**src/rtl/hazard_pkg.sv**
```systemverilog
// Shared definitions for the ID-stage hazard scoreboard: size defaults,
// the latency-width helper, the latency codes decode emits, and the
// control-output encoding.
package hazard_pkg;

  localparam int DEF_REG_ADDR_W = 5;
  localparam int DEF_MAX_LAT    = 4;

  // Width of a countdown counter able to hold 0..maxLat.
  function automatic int latWidth(input int maxLat);
    return $clog2(maxLat + 1);
  endfunction

  // Producer latency codes, shared with decode.
  localparam int LAT_ALU  = 0;
  localparam int LAT_LOAD = 1;
  localparam int LAT_MUL  = 3;
  localparam int LAT_DIV  = DEF_MAX_LAT;

  // Which of the four fixed-priority control responses applies this cycle.
  typedef enum logic [1:0] {
    CTL_NORMAL = 2'd0,
    CTL_STALL  = 2'd1,
    CTL_BRANCH = 2'd2,
    CTL_FLUSH  = 2'd3
  } ctlMode_e;

  typedef struct packed {
    logic pcWrite;
    logic ifIdWrite;
    logic ifFlush;
    logic bubble;
  } hazCtl_t;

  // Map a control mode to the pipeline-control signal set.
  function automatic hazCtl_t ctlFor(input ctlMode_e mode);
    hazCtl_t ctl;
    unique case (mode)
      CTL_FLUSH:  ctl = '{pcWrite: 1'b1, ifIdWrite: 1'b1, ifFlush: 1'b1, bubble: 1'b1};
      CTL_BRANCH: ctl = '{pcWrite: 1'b1, ifIdWrite: 1'b1, ifFlush: 1'b1, bubble: 1'b0};
      CTL_STALL:  ctl = '{pcWrite: 1'b0, ifIdWrite: 1'b0, ifFlush: 1'b0, bubble: 1'b1};
      default:    ctl = '{pcWrite: 1'b1, ifIdWrite: 1'b1, ifFlush: 1'b0, bubble: 1'b0};
    endcase
    return ctl;
  endfunction

endpackage

```
**src/rtl/hazard_sb_entry.sv**
```systemverilog
// One scoreboard entry: a countdown of cycles until the register's pending
// result becomes forwardable. Load saturates at MAX_LAT, clear wins over
// everything, otherwise a nonzero count decrements once per cycle.
module hazard_sb_entry #(
  parameter int MAX_LAT = 4,
  parameter int LAT_W   = 3
) (
  input  logic             inClk,
  input  logic             inRst_n,
  input  logic             inClear,
  input  logic             inLoad,
  input  logic [LAT_W-1:0] inLoadLat,
  output logic [LAT_W-1:0] outCnt
);

  localparam logic [LAT_W-1:0] LAT_CAP = LAT_W'(MAX_LAT);

  logic [LAT_W-1:0] cnt;
  logic [LAT_W-1:0] satLat;

  // Clamp an oversized requested latency to the largest trackable value.
  assign satLat = (inLoadLat > LAT_CAP) ? LAT_CAP : inLoadLat;

  // Countdown register: clear, then newest-producer load, then decrement.
  // NOTE: the counters are reset, unlike a RAM array, because a stale
  // nonzero count left over from before reset would stall the pipeline.
  always_ff @(posedge inClk or negedge inRst_n) begin
    if (!inRst_n) begin
      cnt <= '0;
    end else if (inClear) begin
      // NOTE: state registers use <= so every flop samples pre-edge values.
      cnt <= '0;
    end else if (inLoad) begin
      cnt <= satLat;
    end else if (cnt != '0) begin
      cnt <= cnt - LAT_W'(1);
    end
  end

  assign outCnt = cnt;

endmodule

```
**src/rtl/hazard_scoreboard.sv**
```systemverilog
// ID-stage hazard detection and stall/flush control using a per-register
// countdown scoreboard, so producers of any latency up to MAX_LAT are
// tracked. Outputs are purely combinational from the scoreboard and inputs.
// Optional macro HAZARD_PERF_EN builds stall/branch-flush cycle counters;
// without it the count ports are tied to zero and no counter flops exist.
module hazard_scoreboard
  import hazard_pkg::*;
#(
  parameter int  REG_ADDR_W = DEF_REG_ADDR_W,
  parameter int  MAX_LAT    = DEF_MAX_LAT,
  localparam int NREG       = 2 ** REG_ADDR_W,
  localparam int LAT_W      = latWidth(MAX_LAT)
) (
  input  logic                  inClk,
  input  logic                  inRst_n,
  input  logic                  inIssueValid,
  input  logic                  inIssueWrite,
  input  logic [REG_ADDR_W-1:0] inIssueRd,
  input  logic [LAT_W-1:0]      inIssueLat,
  input  logic [REG_ADDR_W-1:0] inIF_IDRs,
  input  logic [REG_ADDR_W-1:0] inIF_IDRt,
  input  logic                  inUsesRs,
  input  logic                  inUsesRt,
  input  logic                  inPCSrc,
  input  logic                  inFlushAll,
  output logic                  outPCWrite,
  output logic                  outIF_IDWrite,
  output logic                  outIF_Flush,
  output logic                  outBubble,
  output logic [31:0]           outStallCount,
  output logic [31:0]           outFlushCount
);

  logic [LAT_W-1:0] cnt [NREG];
  logic             rsBusy;
  logic             rtBusy;
  logic             haz;
  logic             issue;
  logic             track;
  ctlMode_e         mode;
  hazCtl_t          ctl;

  // r0 is hardwired, so it can never be a pending producer.
  assign cnt[0] = '0;

  for (genvar r = 1; r < NREG; r++) begin : gEntry
    hazard_sb_entry #(
      .MAX_LAT(MAX_LAT),
      .LAT_W  (LAT_W)
    ) uEntry (
      .inClk    (inClk),
      .inRst_n  (inRst_n),
      .inClear  (inFlushAll),
      .inLoad   (track && (inIssueRd == REG_ADDR_W'(r))),
      .inLoadLat(inIssueLat),
      .outCnt   (cnt[r])
    );
  end

  assign rsBusy = inUsesRs && (inIF_IDRs != '0) && (cnt[inIF_IDRs] != '0);
  assign rtBusy = inUsesRt && (inIF_IDRt != '0) && (cnt[inIF_IDRt] != '0);
  assign haz    = rsBusy || rtBusy;

  // A taken branch issues even when its own operands look hazardous.
  assign issue = inIssueValid && !inFlushAll && (inPCSrc || !haz);
  assign track = issue && inIssueWrite && (inIssueRd != '0) && (inIssueLat != '0);

  // Fixed-priority selection of the pipeline control response.
  // NOTE: mode gets a default first so every path assigns it; no latch.
  always_comb begin
    mode = CTL_NORMAL;
    if (inFlushAll) begin
      mode = CTL_FLUSH;
    end else if (inPCSrc) begin
      mode = CTL_BRANCH;
    end else if (haz) begin
      mode = CTL_STALL;
    end
  end

  assign ctl           = ctlFor(mode);
  assign outPCWrite    = ctl.pcWrite;
  assign outIF_IDWrite = ctl.ifIdWrite;
  assign outIF_Flush   = ctl.ifFlush;
  assign outBubble     = ctl.bubble;

`ifdef HAZARD_PERF_EN
  logic [31:0] stallCount;
  logic [31:0] flushCount;

  // Count stall cycles and branch-flush cycles; both wrap modulo 2^32.
  always_ff @(posedge inClk or negedge inRst_n) begin
    if (!inRst_n) begin
      stallCount <= '0;
      flushCount <= '0;
    end else begin
      if (mode == CTL_STALL) begin
        stallCount <= stallCount + 32'd1;
      end
      if (mode == CTL_BRANCH) begin
        flushCount <= flushCount + 32'd1;
      end
    end
  end

  assign outStallCount = stallCount;
  assign outFlushCount = flushCount;
`else
  assign outStallCount = '0;
  assign outFlushCount = '0;
`endif

endmodule

```
**config.mk**
```make
export PLATFORM = sky130hd
export DESIGN_NAME = hazard_scoreboard
export DESIGN_NICKNAME = d
export VERILOG_FILES = /design/src/rtl/hazard_pkg.sv /design/src/rtl/hazard_sb_entry.sv /design/src/rtl/hazard_scoreboard.sv
export SDC_FILE = /design/constraint.sdc
export NUM_CORES = 1
export LEC_CHECK = 0
export ABC_AREA = 1
export BUFFER_PORTS_ARGS = -buffer_cell sky130_fd_sc_hd__buf_2
export CAP_MARGIN = 20
export CORE_MARGIN = 4
export CORE_UTILIZATION = 65
export CTS_CLUSTER_DIAMETER = 30
export DETAILED_ROUTE_END_ITERATION = 10
export MAX_ROUTING_LAYER = met4
export PLACE_DENSITY = 0.95
export SLEW_MARGIN = 30
export SYNTH_ARGS = -nofsm -noshare
export SYNTH_HDL_FRONTEND = slang
export SYNTH_HIERARCHICAL = 1
export SYNTH_SLANG_ARGS = --single-unit
```
**constraint.sdc**
```tcl
create_clock -name inClk -period 4.93 [get_ports inClk]
set_input_delay 0.493 -clock inClk [delete_from_list [all_inputs] [get_ports inClk]]
set_output_delay 0.493 -clock inClk [all_outputs]
set_load 0.005 [all_outputs]
```
==> flow_metrics.tcl <==
set metrics [dict create \
    worst_ir_drop_vdd_mv 0.313 \
    clkTransAtPathRegs_ns 0.07 \
    wl_met1_mm 9.39 \
    htree_num_levels 3 \
    route.met2.wl_mm 10.9 \
    yosysUniqueCellTypes 26 \
    die_area_um2 16300 \
    synth.avg_cell_area_um2 6.17 \
    grt_pass1_wl_mm 38.4 \
    syn_inst 1505 \
    wl_met3_mm 2.45 \
    drt-initial-drc-count 867 \
    tightest_slew_ns 0.986 \
    synth_area_um2 9290 \
    post-synth-top-count-cell "nand2_1" \
    end_kind "flip-flop" \
    path_max_fanout 31 \
    start_kind "input port" \
    cts_resized 0 \
    numCtsBuffers 9 \
    yosys.area.top_type "dfrtp_1" \
    grt_max_degree 55 \
    clock_skew_ns 0.00803 \
    netlist.area_leader.share 0.251 \
    largest_reg_flops 93 \
    die_w_um 128 \
    vias 9230 \
    drt.antenna.violating_nets 0 \
    cts_tree "done" \
    nets 1617 \
    core_um2 13900 \
    area_growth_syn_to_layout_pct 3.29 \
    clk_latency_ns 0.37 \
    finalSetupTns_ns 0 \
    synthFlopType "dfrtp_1" \
    cellLeakagePower_nw 5.34 \
    yosysSeqAreaShare 0.251 \
    max_stage_delay_ns 0.45 \
    worstPathArrival_ns 3.30 \
    drt_pass1_iterations 7 \
    root_buffer "clkbuf_16" \
    setup_violations 0 \
    drt-total-wl_mm 23.5 \
    drcViolationCount 0 \
    routed_via_density 5.39 \
    placementRows 43 \
    start_util 0.667 \
    antenna_found_initial 0 \
    crit_chain "buf_2 > inv_8 > nor2_4 > nand3_1 > nand2_1 > inv_1 > nand2_1 > nand2_1 > nand3_1 > nand3_1 > nand3_1 > nand2_1 > nand2_2 > nand3_4 > nor2_1 > inv_2 > nand2_2 > nor2_2 > nand2_1 > nand2_1" \
    p_per_area_nw_per_um2 478 \
    antennaDiodeCount 0 \
    cp_slowest_cell "buf_2" \
    top_layer "met4" \
    fmax_mhz 329 \
    p_total_mw 4.58 \
    synthArstFlopShare 1.00 \
    cts_hold_buf 0 \
    yosysWarnings 6 \
    io_buffers 29 \
    synth_seq_cells 93 \
    yosys-top-cells-area "dfrtp_1, nand2_1, inv_1, ha_1, nand3_1" \
    critical_path_class "input port to flip-flop" \
    relSlewSlack 0.340 \
    max-cap-violations 0 \
    cpMostUsedCell "nand2_1" \
    hold_viol 0 \
    post-dp-hpwl_mm 17.0 \
    post-route-period-util 0.616 \
    clk_path_buf_depth 2 \
    ios 94 \
    yosys-top-cells-count "nand2_1, inv_1, nand3_1" \
    rsz0062_at_grt "no" \
    grt_pass1_vias 8671 \
    wl_per_cell_um 13.7 \
    gp_congestion 1.01 \
    drv_slew 0 \
    rr_worst_depth 16 \
    status "completed" \
    cts.sinks 93 \
    track_usage 0.297 \
    required_ns 5.19 \
    cts_setup_buffers 0 \
    gr-total-overflow 0 \
    drive_gt1_frac 0.138 \
    finalCriticalPeriod_ns 3.04 \
    synth_edf_count 0 \
    fp.dieH_um 128 \
    min_path_type "input port to asynchronous set/reset pin" \
]
[final timing paths]
| kind | from | end | slack [ns] |
|---|---|---|---|
| max | inIF_IDRs[0] | gEntry[11].uEntry/outCnt[1]$_DFFE_PN0P_ | 1.89 |
| min | inRst_n | gEntry[27].uEntry/outCnt[1]$_DFFE_PN0P_ | 0.11 |
| max reg2reg | gEntry[15].uEntry/outCnt[0]$_DFFE_PN0P_ | gEntry[11].uEntry/outCnt[1]$_DFFE_PN0P_ | 2.01 |
| min reg2reg | gEntry[30].uEntry/outCnt[1]$_DFFE_PN0P_ | gEntry[30].uEntry/outCnt[1]$_DFFE_PN0P_ | 0.51 |
| max in group asynchronous | inRst_n | gEntry[15].uEntry/outCnt[2]$_DFFE_PN0P_ | 3.70 |
| min in group inClk | gEntry[30].uEntry/outCnt[1]$_DFFE_PN0P_ | gEntry[30].uEntry/outCnt[1]$_DFFE_PN0P_ | 0.51 |
[report_power, final]
part	leakage (nW)	internal [mW]	total (mW)	switching (mW)
logic	3.99	0.995	2.57	1.57
registers	1.22	1.04	1.30	0.259
clock network	0.139	0.397	0.722	0.325
[layout by cell type (no fill, tap or decap), drive strengths merged, types with 4 or more instances in the layout]
master,count
conb,64
nor2,108
inv,294
nand4,37
buf,31
ha,62
o21ai,38
dfrtp,93
nand2,592
a21oi,43
nand3,149
clkbuf,10
nand3b,4
[critical path: cells and delay by family]
kind / cells / cell delay (ns)
buffers and inverters: 4 / 0.76
and+or+nand+nor: 16 / 2.02
[layer usage]
layer / track usage / vias to the layer above
met3: 0.0681 / 76
li1: - / 4538
met1: 0.364 / 4138
met5: - / -
met4: 0.124 / 0
met2: 0.474 / 478
[per-stage QoR]
step / util / instances / worst slack (ns) / hold WS [ns] / cell area [um2]
detailed placement: 0.667 / 1698 / 1.58 / 0.497 / 9300
finish: 0.689 / 1714 / 1.89 / 0.108 / 9600
floorplan: - / 1568 / 2.72 / 0.197 / 9530
global placement: 0.667 / 1698 / 1.74 / 0.489 / 9300
global route: 0.689 / 1714 / 1.67 / 0.149 / 9600
CTS: 0.689 / 1714 / 1.97 / 0.128 / 9600
[cells by family (layout without fill, tap and decap cells)]
| group | Yosys count | in the layout | synth area share |
|---|---|---|---|
| adders and majority gates | 62 | 62 | 0.0835 |
| buffers and inverters | 374 | 340 | 0.186 |
| DFF | 93 | 93 | 0.251 |
| other | 1 | 64 | 0.000404 |
| and+or+nand+nor | 892 | 892 | 0.421 |
| AOI/OAI and AO/OA | 83 | 83 | 0.0580 |
[layout make-up]
class	count	area, um2
Clock buffer	10	229
Clock inverter	6	71.3
Multi-Input combinational cell	1101	5470
Sequential cell	93	2330
Timing Repair Buffer	31	165
Inverter	293	1110
Fill cell	1172	4340
Tap cell	180	225
Power figures use the tool's default switching activity.
